--- config.mk ---
export PLATFORM = sky130hd
export DESIGN_NAME = output_byte
export DESIGN_NICKNAME = d
export VERILOG_FILES = /design/src/rtl/des_pkg.sv /design/src/rtl/output_byte.sv
export SDC_FILE = /design/constraint.sdc
export NUM_CORES = 1
export LEC_CHECK = 0
export CAP_MARGIN = 40
export CORE_MARGIN = 2
export CORE_UTILIZATION = 55
export DETAILED_ROUTE_END_ITERATION = 8
export PLACE_DENSITY = 0.81
export SLEW_MARGIN = 15
export SYNTH_ARGS = -nofsm -noshare
export SYNTH_HDL_FRONTEND = slang
export SYNTH_SLANG_ARGS = --single-unit
--- constraint.sdc ---
create_clock -name clk -period 3.21 [get_ports clk]
set_input_delay 0.8025 -clock clk [delete_from_list [all_inputs] [get_ports clk]]
set_output_delay 0.8025 -clock clk [all_outputs]
set_load 0.05 [all_outputs]
--- src/rtl/des_pkg.sv ---
// Constants and state encoding shared by the 3DES byte collector and serializer.
package des_pkg;

    localparam int BLOCK_W = 64;
    localparam int BYTE_W  = 8;
    localparam int NBYTES  = 8;

    typedef enum logic {
        IDLE,
        SEND
    } state_t;

endpackage

--- src/rtl/output_byte.sv ---
// Serializes 64-bit 3DES result blocks into bytes, MSB byte first, towards I2C or SRAM.
// A holding register lets the next block be accepted while the current one drains.
module output_byte #(
    parameter int NBYTES = 8,
    parameter int BYTE_W = 8
) (
    input  logic                       clk,
    input  logic                       nrst,
    input  logic                       dir_sel,
    input  logic [NBYTES*BYTE_W-1:0]   block_in,
    input  logic                       block_valid,
    output logic                       block_accept,
    output logic [BYTE_W-1:0]          to_i2c,
    output logic [BYTE_W-1:0]          to_sram,
    output logic                       i2c_valid,
    output logic                       sram_valid,
    input  logic                       byte_ack,
    output logic                       busy,
    output logic                       block_done
);
    import des_pkg::*;

    localparam int BLOCK_W = NBYTES * BYTE_W;
    localparam int CNT_W   = $clog2(NBYTES);

    logic [BLOCK_W-1:0] r_hold;
    logic [BLOCK_W-1:0] r_shift;
    logic               r_hold_full;
    logic [CNT_W-1:0]   r_cnt;
    logic               r_dir;
    logic               r_block_done;
    state_t             r_state;
    state_t             w_state_nxt;

    logic               w_accept;
    logic               w_last;
    logic               w_load;
    logic               w_shift_en;
    logic               w_done;
    logic               w_send;
    logic [BYTE_W-1:0]  w_byte;

    assign w_accept = block_valid & ~r_hold_full;
    assign w_last   = (r_cnt == CNT_W'(NBYTES - 1));

    // NOTE: every signal gets a default first so no path can infer a latch.
    always_comb begin
        w_state_nxt = r_state;
        w_load      = 1'b0;
        w_shift_en  = 1'b0;
        w_done      = 1'b0;
        case (r_state)
            IDLE: begin
                if (r_hold_full) begin
                    w_load      = 1'b1;
                    w_state_nxt = SEND;
                end
            end
            SEND: begin
                if (byte_ack) begin
                    if (!w_last) begin
                        w_shift_en = 1'b1;
                    end else begin
                        w_done = 1'b1;
                        // A waiting block reloads here so its first byte follows without a gap.
                        if (r_hold_full) w_load = 1'b1;
                        else             w_state_nxt = IDLE;
                    end
                end
            end
            default: w_state_nxt = IDLE;
        endcase
    end

    // NOTE: non-blocking assignments so every register samples pre-edge values.
    always_ff @(posedge clk or negedge nrst) begin
        if (!nrst) begin
            // NOTE: data registers are cleared too, so a reset leaves no stale block behind.
            r_state      <= IDLE;
            r_hold       <= '0;
            r_shift      <= '0;
            r_hold_full  <= 1'b0;
            r_cnt        <= '0;
            r_dir        <= 1'b0;
            r_block_done <= 1'b0;
        end else begin
            r_state      <= w_state_nxt;
            r_block_done <= w_done;
            if (w_accept) begin
                r_hold      <= block_in;
                r_hold_full <= 1'b1;
            end else if (w_load) begin
                r_hold_full <= 1'b0;
            end
            if (w_load) begin
                r_shift <= r_hold;
                r_dir   <= dir_sel;
                r_cnt   <= '0;
            end else if (w_shift_en) begin
                r_shift <= r_shift << BYTE_W;
                r_cnt   <= r_cnt + CNT_W'(1);
            end
        end
    end

    assign w_send = (r_state == SEND);
    assign w_byte = r_shift[BLOCK_W-1 -: BYTE_W];

    assign block_accept = ~r_hold_full;
    assign busy         = w_send | r_hold_full;
    assign block_done   = r_block_done;
    assign i2c_valid    = w_send & ~r_dir;
    assign sram_valid   = w_send & r_dir;
    assign to_i2c       = (w_send && !r_dir) ? w_byte : '0;
    assign to_sram      = (w_send &&  r_dir) ? w_byte : '0;

endmodule

==> impl_metrics.toml <==
[cells_and_area]
final_common_cell = "dfrtp_1"
multi_input_area_mm2 = 0.00211
post-route-util = 0.733
n_antenna_cell = 0
fin_nets = 567
layout_common_cells = "135 x dfrtp_1, 87 x clkdlybuf4s50_1, 64 x mux2_1"
synthToLayoutAreaGrowth_pct = 28.1
n_fill_cell = 627
drive_above_1_share = 0.0982
register_area_mm2 = 0.00338

[flow_run]
cap_viol_max_count = 0

[timing]
fin_tns_setup_ps = 0
tightest_slew_ps = 625
timing.final.crit_share = 0.958
fin_hold_ws_ps = 287
final_hold_viol_count = 0
setup_viol = 0
slew_headroom = 0.583
rsz0062_at_grt = "false"
drv_slew = 0
timing.fmax_mhz = 325
min_period_ps = 3080
skew_ps = 8.91

[run_status]
status = "finished clean"

[critical_path]
r2r_slack_ps = 1360
crit_path_top_delay_cell = "clkdlybuf4s50_1"
worst-path-buf-inv = 1
worstSetupPathType = "register to output port"
crit_family = "buffers and inverters"
cp_cell_sequence = "nor2b_2 > and2_1 > clkdlybuf4s50_1"
r2r_end = "r_shift[43]$_DFFE_PN0P_"
worst-r2r-cell-count = 6
required_ps = 2410
cp.arrival_ps = 2270
end_kind = "output port"
cp_max_fo = 11
slowest_delay_ps = 800
rr_startpoint = "r_cnt[0]$_DFFE_PN0P_"
cp-start-kind = "register"

[floorplan]
dieHeight_um = 105
ios = 90
die-area_mm2 = 0.0111
die_w_um = 105
row_count = 36
initial_core_util = 0.572
coreArea_mm2 = 0.00986

[grt]
grtUsageTotal = 0.232
grt_overflow_total = 0
grt_pass1_wl_mm = 19.9
grt_max_degree = 72
grt_pass1_vias = 3932
antenna_found_initial = 0

[drt]
dr.pass1.iters = 5
vias = 3693
viasPerCell = 5.75
drt_first_iter_violations = 168
drc_errors = 0
routed_wl_mm = 11.8
wl_per_cell_um = 18.4
postRouteAntennaNets = 0

[clock_network]
ctsRootBufferMaster = "clkbuf_8"
cts_buffers = 17
post_cts_resized = 2
htreeDepth = 4
clkSinkCount = 135
cts_tree = "yes"
hold_buffers = 0
cts_buffer_depth = 2
clock_latency_ps = 520
cts_setup_buffers = 0
cts.reportedPaths.clkPinSlew_ps = 70

[pwr]
swShare = 0.337
p_int_mw = 4.48
leakage_nw = 3.00
powerDensity_mw_per_mm2 = 935
p_sw_mw = 2.28
power_frac_comb = 0.296
peakVddDrop_v = 0.000626
clockPowerShare = 0.275
seqPwrFrac = 0.428
p_total_mw = 6.76

[synth]
avgSynthCellArea_um2 = 13.8
yosys_warnings = 0
ys_ff_latch = 135
synth_fp_nets = 481
synth_seq_area_share = 0.599
synth_cells = 410
syn_area_mm2 = 0.00564
ys_types = 26

[min_path]
hp-class = "primary input to asynchronous set/reset pin"

[place]
io_buffer_count = 89
place_congestion = 0.759
dp_hpwl_mm = 7.33
worst max path at each step:
stage | from | to | slack, ps | cells past startpoint
floorplan | r_state$_DFF_PN0_ | to_i2c[0] | 800 | 3
finish | r_dir$_DFFE_PN0P_ | to_i2c[7] | 130 | 3
detailed placement | r_dir$_DFFE_PN0P_ | to_i2c[4] | 530 | 3
CTS | r_dir$_DFFE_PN0P_ | to_i2c[7] | 120 | 3
global route | r_dir$_DFFE_PN0P_ | to_i2c[3] | 20 | 3
global placement | r_dir$_DFFE_PN0P_ | to_i2c[7] | 560 | 3
cell families after synthesis:
kind of cell | synth area share
adder cells (fa/ha/maj) | 0.00443
buffers and inverters | 0.0313
AO/OA/AOI/OAI | 0.123
XOR/XNOR | 0.00155
flip-flops | 0.599
multiplexers | 0.130
AND/OR/NAND/NOR | 0.110
power groups by stage:
stage | logic [mW] | clock network (mW) | registers, mW
finish | 2.00 | 1.86 | 2.89
global route | 2.17 | 1.98 | 2.98
CTS | 2.04 | 1.89 | 2.89
detailed placement | 2.02 | 0 | 2.90
global placement | 1.96 | 0 | 2.86
floorplan | 1.50 | 0 | 2.70
through the flow:
stage | setup slack (ps) | cells | cell area (um2)
2_1_floorplan | 799 | 410 | 5640
3_3_place_gp | 563 | 610 | 6660
3_5_place_dp | 532 | 610 | 6660
4_1_cts | 120 | 642 | 7230
5_1_grt | 19.5 | 642 | 7230
6_report | 135 | 642 | 7230
Yosys cell counts:
| cell | number | area share |
|---|---|---|
| buf_2 | 15 | 0.013 |
| nor2_1 | 3 | 0.0020 |
| and3b_1 | 1 | 0.0016 |
| nor2b_1 | 3 | 0.0033 |
| dfrtp_1 | 135 | 0.60 |
| nand2b_1 | 57 | 0.063 |
| and3_1 | 9 | 0.010 |
| buf_1 | 1 | 0.00066 |
| mux2_4 | 1 | 0.0027 |
| inv_1 | 1 | 0.00066 |
| xnor2_1 | 1 | 0.0016 |
| or2_1 | 1 | 0.0011 |
| buf_4 | 6 | 0.0080 |
| nand3_1 | 8 | 0.0071 |
| ha_1 | 2 | 0.0044 |
| o21ai_1 | 8 | 0.0071 |
| nand2_1 | 14 | 0.0093 |
| nand3b_1 | 1 | 0.0013 |
| a21oi_1 | 3 | 0.0027 |
| and2_4 | 1 | 0.0016 |
| and2_1 | 9 | 0.010 |
| a21bo_2 | 1 | 0.0018 |
| mux2_1 | 64 | 0.13 |
| clkbuf_1 | 7 | 0.0047 |
| o221a_1 | 56 | 0.11 |
| buf_6 | 2 | 0.0040 |
sequential cells by signal, indices dropped and copies added (netlist names):
| signal | flops |
|---|---|
| r_state | 1 |
| r_cnt | 3 |
| r_hold | 64 |
| r_hold_full | 1 |
| r_dir | 1 |
| r_shift | 64 |
| block_done | 1 |
layer usage:
metal	global-route usage	wire [um]
met1	0.302	5110
met5	0	0
met2	0.371	5830
met3	0.0557	561
met4	0.102	284
final cells by class:
class / count / area share
Timing Repair Buffer: 98 / 0.138
Clock buffer: 17 / 0.0573
Inverter: 1 / 0.000519
Clock inverter: 15 / 0.0218
Tap cell: 133 / 0.0230
Multi-Input combinational cell: 243 / 0.292
Sequential cell: 135 / 0.467
(Power assumes the default switching activity.)
